==> config.mk <==
export PLATFORM = sky130hd
export DESIGN_NAME = branch_predictor
export DESIGN_NICKNAME = d
export VERILOG_FILES = /design/src/rtl/branch_predictor.sv
export SDC_FILE = /design/constraint.sdc
export NUM_CORES = 2
export LEC_CHECK = 0
export ABC_AREA = 0
export ABC_CLOCK_PERIOD_IN_PS = 62400
export BUFFER_PORTS_ARGS = -buffer_cell sky130_fd_sc_hd__buf_2
export CAP_MARGIN = 20
export CORE_MARGIN = 1.5
export CORE_UTILIZATION = 57
export CTS_CLUSTER_DIAMETER = 80
export DETAILED_ROUTE_END_ITERATION = 7
export HOLD_SLACK_MARGIN = 0.02
export PLACE_DENSITY = 0.77
export SYNTH_ARGS = -nofsm -noshare
export SYNTH_HDL_FRONTEND = slang
export SYNTH_SLANG_ARGS = --single-unit
==> constraint.sdc <==
create_clock -name clk -period 62.4 [get_ports clk]
set_input_delay 6.24 -clock clk [delete_from_list [all_inputs] [get_ports clk]]
set_output_delay 6.24 -clock clk [all_outputs]
set_load 0.005 [all_outputs]
==> src/rtl/branch_predictor.sv <==
// Fetch-side BTB with 2-bit saturating direction counters and the EXE redirect code.
// Optional BP_STATS_EN adds saturating branch and mispredict counters as extra outputs.
module branch_predictor #(
    parameter int unsigned ENTRIES = 16,
    parameter int unsigned IDX_W   = 4,
    parameter int unsigned TAG_W   = 58
) (
    input  logic        clk,
    input  logic        rst,
    input  logic [63:0] pc_if,
    output logic        jump_if,
    output logic [63:0] pc_target_if,
    input  logic        stall,
    input  logic        flush_exe,
    input  logic        br_inst_exe,
    input  logic        br_taken_exe,
    input  logic [63:0] pc_exe,
    input  logic [63:0] target_exe,
    input  logic        pred_taken_exe,
    input  logic [63:0] pred_target_exe,
`ifdef BP_STATS_EN
    output logic [31:0] stat_branches,
    output logic [31:0] stat_mispred,
`endif
    output logic [1:0]  exe_change
);

    typedef enum logic [1:0] {
        REDIR_SEQ    = 2'b00,
        REDIR_NONE   = 2'b01,
        REDIR_TARGET = 2'b10
    } redirect_t;

    logic             valid_q  [ENTRIES];
    logic [TAG_W-1:0] tag_q    [ENTRIES];
    logic [63:0]      target_q [ENTRIES];
    logic [1:0]       ctr_q    [ENTRIES];

    logic [IDX_W-1:0] idx_if;
    logic [IDX_W-1:0] idx_exe;
    logic [TAG_W-1:0] tag_if;
    logic [TAG_W-1:0] tag_exe;
    logic             hit_if;
    logic             hit_exe;
    logic             upd;
    redirect_t        redirect;
    logic             unused_pc_bits;

    assign idx_if  = pc_if[IDX_W+1:2];
    assign idx_exe = pc_exe[IDX_W+1:2];
    assign tag_if  = pc_if[IDX_W+TAG_W+1:IDX_W+2];
    assign tag_exe = pc_exe[IDX_W+TAG_W+1:IDX_W+2];
    assign unused_pc_bits = ^{pc_if[1:0], pc_exe[1:0]};

    // Lookup reads the registered table only, so a same-cycle update is not visible here.
    assign hit_if       = valid_q[idx_if] && (tag_q[idx_if] == tag_if);
    assign jump_if      = hit_if && ctr_q[idx_if][1];
    assign pc_target_if = hit_if ? target_q[idx_if] : '0;

    assign hit_exe = valid_q[idx_exe] && (tag_q[idx_exe] == tag_exe);
    assign upd     = br_inst_exe && !stall && !flush_exe;

    always_comb begin
        redirect = REDIR_NONE;
        if (rst || flush_exe) begin
            redirect = REDIR_NONE;
        end else if (pred_taken_exe && (!br_inst_exe || !br_taken_exe)) begin
            redirect = REDIR_SEQ;
        end else if (br_inst_exe && br_taken_exe &&
                     (!pred_taken_exe || (pred_target_exe != target_exe))) begin
            redirect = REDIR_TARGET;
        end
    end

    assign exe_change = redirect;

    always_ff @(posedge clk or posedge rst) begin
        if (rst) begin
            valid_q  <= '{default: 1'b0};
            tag_q    <= '{default: '0};
            target_q <= '{default: '0};
            ctr_q    <= '{default: 2'b01};
        end else if (upd) begin
            if (hit_exe) begin
                if (br_taken_exe) begin
                    ctr_q[idx_exe]    <= (ctr_q[idx_exe] == 2'b11) ? 2'b11 : ctr_q[idx_exe] + 2'd1;
                    target_q[idx_exe] <= target_exe;
                end else begin
                    ctr_q[idx_exe]    <= (ctr_q[idx_exe] == 2'b00) ? 2'b00 : ctr_q[idx_exe] - 2'd1;
                end
            end else if (br_taken_exe) begin
                // Allocation evicts whatever aliased entry occupied this index.
                valid_q[idx_exe]  <= 1'b1;
                tag_q[idx_exe]    <= tag_exe;
                target_q[idx_exe] <= target_exe;
                ctr_q[idx_exe]    <= 2'b10;
            end
        end
    end

`ifdef BP_STATS_EN
    always_ff @(posedge clk or posedge rst) begin
        if (rst) begin
            stat_branches <= '0;
            stat_mispred  <= '0;
        end else begin
            if (upd && (stat_branches != '1)) begin
                stat_branches <= stat_branches + 32'd1;
            end
            if (upd && (redirect != REDIR_NONE) && (stat_mispred != '1)) begin
                stat_mispred <= stat_mispred + 32'd1;
            end
        end
    end
`endif

endmodule

==> out/summary.md <==
TritonCTS built the clock tree. The worst slack at placement came out at 43,690 ps. At the worst endpoint, the arrival time is 12,610 ps. After global routing the overflow that remains totals 0. The tree built by TritonCTS fans out to 2,000 sinks. Counting the buffers created by CTS gives 201.

The number of buffers added for setup after CTS is 0, and the iteration-0 DRC count of the detailed router is 7,389. The count of nets left with antenna violations once routing finished came out at 0. Along the worst hold path, the cell count comes to 2. The average wire per cell in the routed design is 30.39 µm, and the register bit total from synthesis is 2,000. The library cell used most frequently in the layout, excluding fill and tap cells, is sky130_fd_sc_hd__dfrtp_1. The depth of the worst register-to-register path was 11. For this design the static power due to leakage is 52.19 nW. The H-tree was split into 4 levels. The number of inserted filler cells in the final layout is 12,610. In the synthesized netlist the dominant register cell turns out to be sky130_fd_sc_hd__dfrtp_1.

The checks that failed: DRC. Dividing total power by cell area gives a power density of 28.03 nW/µm². From left edge to right edge, the die measures 424.3 µm. Setup repair after global routing left no endpoint under its margin. The tool flagged a number of max-cap violations equal to 0. After synthesis the cells add up to 101,200 µm². Timing would allow up to 0.05305 GHz. The path class of the tightest hold or removal check is register to register.

The clock-pin slew of the registers on the worst-case setup and hold paths came out at 60 ps. The tools report the clock latency reported for the late side of the worst-skew pair as 890 ps. For this run, the number of Yosys warnings is 0. Setup violations remaining at the end of the flow were counted as 0. The proportion of register bits with asynchronous set or reset after synthesis was 1.000.

In this run the most critical hold path is launched from target_q[33]. Input and output buffers added on the ports amount to 325. The number of global-route vias before repair was 67,750; the number of iterations in the first detailed-routing pass was 8. Summed over all layers, the routed wires come to 296.1 mm. The vertical extent of the die is 424.3 µm.

For the final database, setup skew stands at 77.58 ps. The share of layout cells above drive strength 1 was 0.4211. The run gives 77 as the post-synthesis cell type count.

No sink is reached through more buffers than the 3 on the longest clock path. At the pin with the least slew margin, the transition time is 1248 ps. The tools report the number of instances resized during post-cts repair as 0.

The path type of the worst setup path was input port to primary output. In the final timing run, aggregate negative setup slack is 0 ps. The run gives 0 as the final max-slew violation count.

In the routed design, unresolved DRC markers number 105. Counting flops with a built-in enable in the synthesized netlist gives 0. Synthesized instance count: 7,265. The path with the worst hold slack has its endpoint at target_q[33]. The run gives 176,300 µm² as the core box area.

The run gives 173.8 mm as the detailed-placement wirelength estimate. The share of synthesized area occupied by flip-flops and latches was 0.4949. The relative area change from synthesis to final layout is 9.900%. The run gives 65,920 as the vias after detailed routing. At the end of the flow, the number of nets in the layout was 7,469.

The worst register-to-register path ends at tag_q[591]. The run gives 201 as the pin count of the biggest net entering global routing. Number of antenna violations at the first check in global routing: 47. The global-route usage over all layers is 0.3322.

For the synthesized net count, the log shows 7,528. The hold violation count in the final report is 0, and the normalized max-slew margin is 0.1650. In the layout the commonest cells are sky130_fd_sc_hd__dfrtp_1 (1,984), sky130_fd_sc_hd__mux2_2 (1,419), sky130_fd_sc_hd__nand2_1 (1,050), sky130_fd_sc_hd__mux4_2 (808), sky130_fd_sc_hd__buf_2 (317). Dividing the synthesized area by the synthesized cell count gives 13.92 µm². The I/O pin total came out at 330. STA classifies the critical path startpoint as an input port. Across all register-to-register paths, the minimum setup slack is 56,420 ps. For the number of hold-repair buffers added at the cts stage, the log shows 0.

The buffer cell driving the clock tree root is sky130_fd_sc_hd__clkbuf_16. The tools report the starting utilization of the core area as 0.5738. Largest driver fanout on the critical path: 78. STA classifies the critical path endpoint as a primary output.

The tools report the global-route wire length before repair as 443.4 mm. The least setup slack across all paths after layout is 43,550 ps. The clock period could shrink to 18,850 ps.

The die covers 180,000 µm². The congestion estimate from routability-driven global placement came to 0.9522. The largest voltage drop on the vdd net is 28.81 µV, and the detail-routed via count per cell is 6.767. The tools report the number of standard-cell rows in the floorplan as 154. The flow ran to the end, but the final reports show violations.

The reg-to-reg critical path startpoint is tag_q[236]. The fraction of the cycle the final worst path needs was 0.3021. Data required time at the worst endpoint: 56,160 ps.
==> worst max path at each step <==
stage | end | from | cells after the start
6_report | pc_target_if[0] | pc_if[2] | 15
3_3_place_gp | pc_target_if[46] | pc_if[2] | 15
2_1_floorplan | ctr_q[11] | rst | 1
3_5_place_dp | pc_target_if[3] | pc_if[2] | 15
4_1_cts | pc_target_if[3] | pc_if[2] | 15
5_1_grt | pc_target_if[3] | pc_if[2] | 15
==> sequential cells by signal (all words and copies together), names as in the netlist <==
signal	cells
ctr_q	32
valid_q	16
tag_q	928
target_q	1024
==> critical path, stage by stage <==
cell,delay [ps]
sky130_fd_sc_hd__buf_8,440
sky130_fd_sc_hd__buf_12,500
sky130_fd_sc_hd__buf_4,670
sky130_fd_sc_hd__buf_4,730
sky130_fd_sc_hd__mux4_2,620
sky130_fd_sc_hd__mux4_2,490
sky130_fd_sc_hd__xor2_1,230
sky130_fd_sc_hd__nor4_1,640
sky130_fd_sc_hd__nand4_1,290
sky130_fd_sc_hd__nor4_1,280
sky130_fd_sc_hd__nand4_1,240
sky130_fd_sc_hd__buf_4,340
sky130_fd_sc_hd__buf_4,320
sky130_fd_sc_hd__nor2b_1,230
sky130_fd_sc_hd__buf_2,140
==> cells by family (layout without fill, tap and decap cells) <==
family,Yosys count,count (layout),share of synthesized area
buffers and inverters,759,872,0.03360
other,0,24,0
XOR/XNOR,147,147,0.01273
AND/OR/NAND/NOR,1402,1402,0.06068
flip-flops,2000,2000,0.4949
adder cells (fa/ha/maj),2,2,0.0001979
multiplexers,2515,2515,0.3692
AO/OA/AOI/OAI,440,440,0.02869
==> power breakdown <==
| part | internal [mW] | leakage, nW | switching [mW] |
|---|---|---|---|
| logic | 0.192 | 21.6 | 0.195 |
| registers | 1.40 | 27.2 | 0.0678 |
| clock network | 0.727 | 3.37 | 0.533 |
| total | 2.32 | 52.2 | 0.796 |
==> metrics by stage <==
step	total power [mW]	hold slack (ps)	util	cell area, µm²	instances
floorplan	1.762	440.9	-	101200	7265
global placement	1.849	454.5	0.5898	104000	9334
detailed placement	1.870	457.5	0.5899	104000	9335
CTS	3.120	473.2	0.6291	110900	9710
global route	3.215	487.5	0.6304	111200	9732
finish	3.117	471.3	0.6306	111200	9742
==> Yosys cell counts (9+ instances only) <==
library cell               instances  area (µm²)
sky130_fd_sc_hd__mux2_2         1419       15980
sky130_fd_sc_hd__buf_6            33       371.6
sky130_fd_sc_hd__a22o_1           12       105.1
sky130_fd_sc_hd__nand3_1          30       150.1
sky130_fd_sc_hd__buf_4            44       330.3
sky130_fd_sc_hd__nand2_1        1057        3968
sky130_fd_sc_hd__a21oi_1          35       175.2
sky130_fd_sc_hd__o22ai_1          29       181.4
sky130_fd_sc_hd__dfstp_2          16       420.4
sky130_fd_sc_hd__nand2b_1         24       150.1
sky130_fd_sc_hd__o21ai_0         170       850.8
sky130_fd_sc_hd__nor2b_1          85       531.8
sky130_fd_sc_hd__mux2_4           27       405.4
sky130_fd_sc_hd__xnor2_1          69       604.3
sky130_fd_sc_hd__o31a_1           17       148.9
sky130_fd_sc_hd__mux2_1          108        1216
sky130_fd_sc_hd__inv_1            31       116.4
sky130_fd_sc_hd__mux4_2          808       18200
sky130_fd_sc_hd__nor2_1           42       157.7
sky130_fd_sc_hd__nand4_1          23       143.9
sky130_fd_sc_hd__a31oi_1          39       244.0
sky130_fd_sc_hd__buf_1           109       409.1
sky130_fd_sc_hd__nor3_1           15       75.07
sky130_fd_sc_hd__nor4_1           37       231.5
sky130_fd_sc_hd__a211oi_1          9       67.56
sky130_fd_sc_hd__xor2_1           78       683.2
sky130_fd_sc_hd__a221oi_1         16       140.1
sky130_fd_sc_hd__buf_2            74       370.4
sky130_fd_sc_hd__mux2i_1         152        1521
sky130_fd_sc_hd__a22oi_1          46       345.3
sky130_fd_sc_hd__clkbuf_1        462        1734
sky130_fd_sc_hd__nor4b_1          18       157.7
sky130_fd_sc_hd__and2_1           17       106.4
sky130_fd_sc_hd__dfrtp_1        1984       49650
==> final cells by class <==
type | instances | area [µm²] | share of cell area
flip-flops and latches | 2000 | 50070 | 0.4503
multi-input cells | 4506 | 48090 | 0.4326
clock buffers | 319 | 6025 | 0.05419
repair buffers | 464 | 3004 | 0.02702
well taps | 2340 | 2928 | 0.02633
clock inverters | 56 | 873.3 | 0.007855
inverters | 33 | 127.6 | 0.001148
diodes | 24 | 60.06 | 0.0005402
==> routing by layer <==
metal / GRT usage / routed length (µm) / vias to the layer above / share of wire
met2: 0.5218 / 141200 / 3332 / 0.48
met5: 0 / 103 / - / 0.00035
met1: 0.4315 / 110600 / 35130 / 0.37
met4: 0.1877 / 18010 / 16 / 0.061
met3: 0.07235 / 26100 / 778 / 0.088
li1: - / - / 26670 / -
Power figures use the tool's default switching activity.
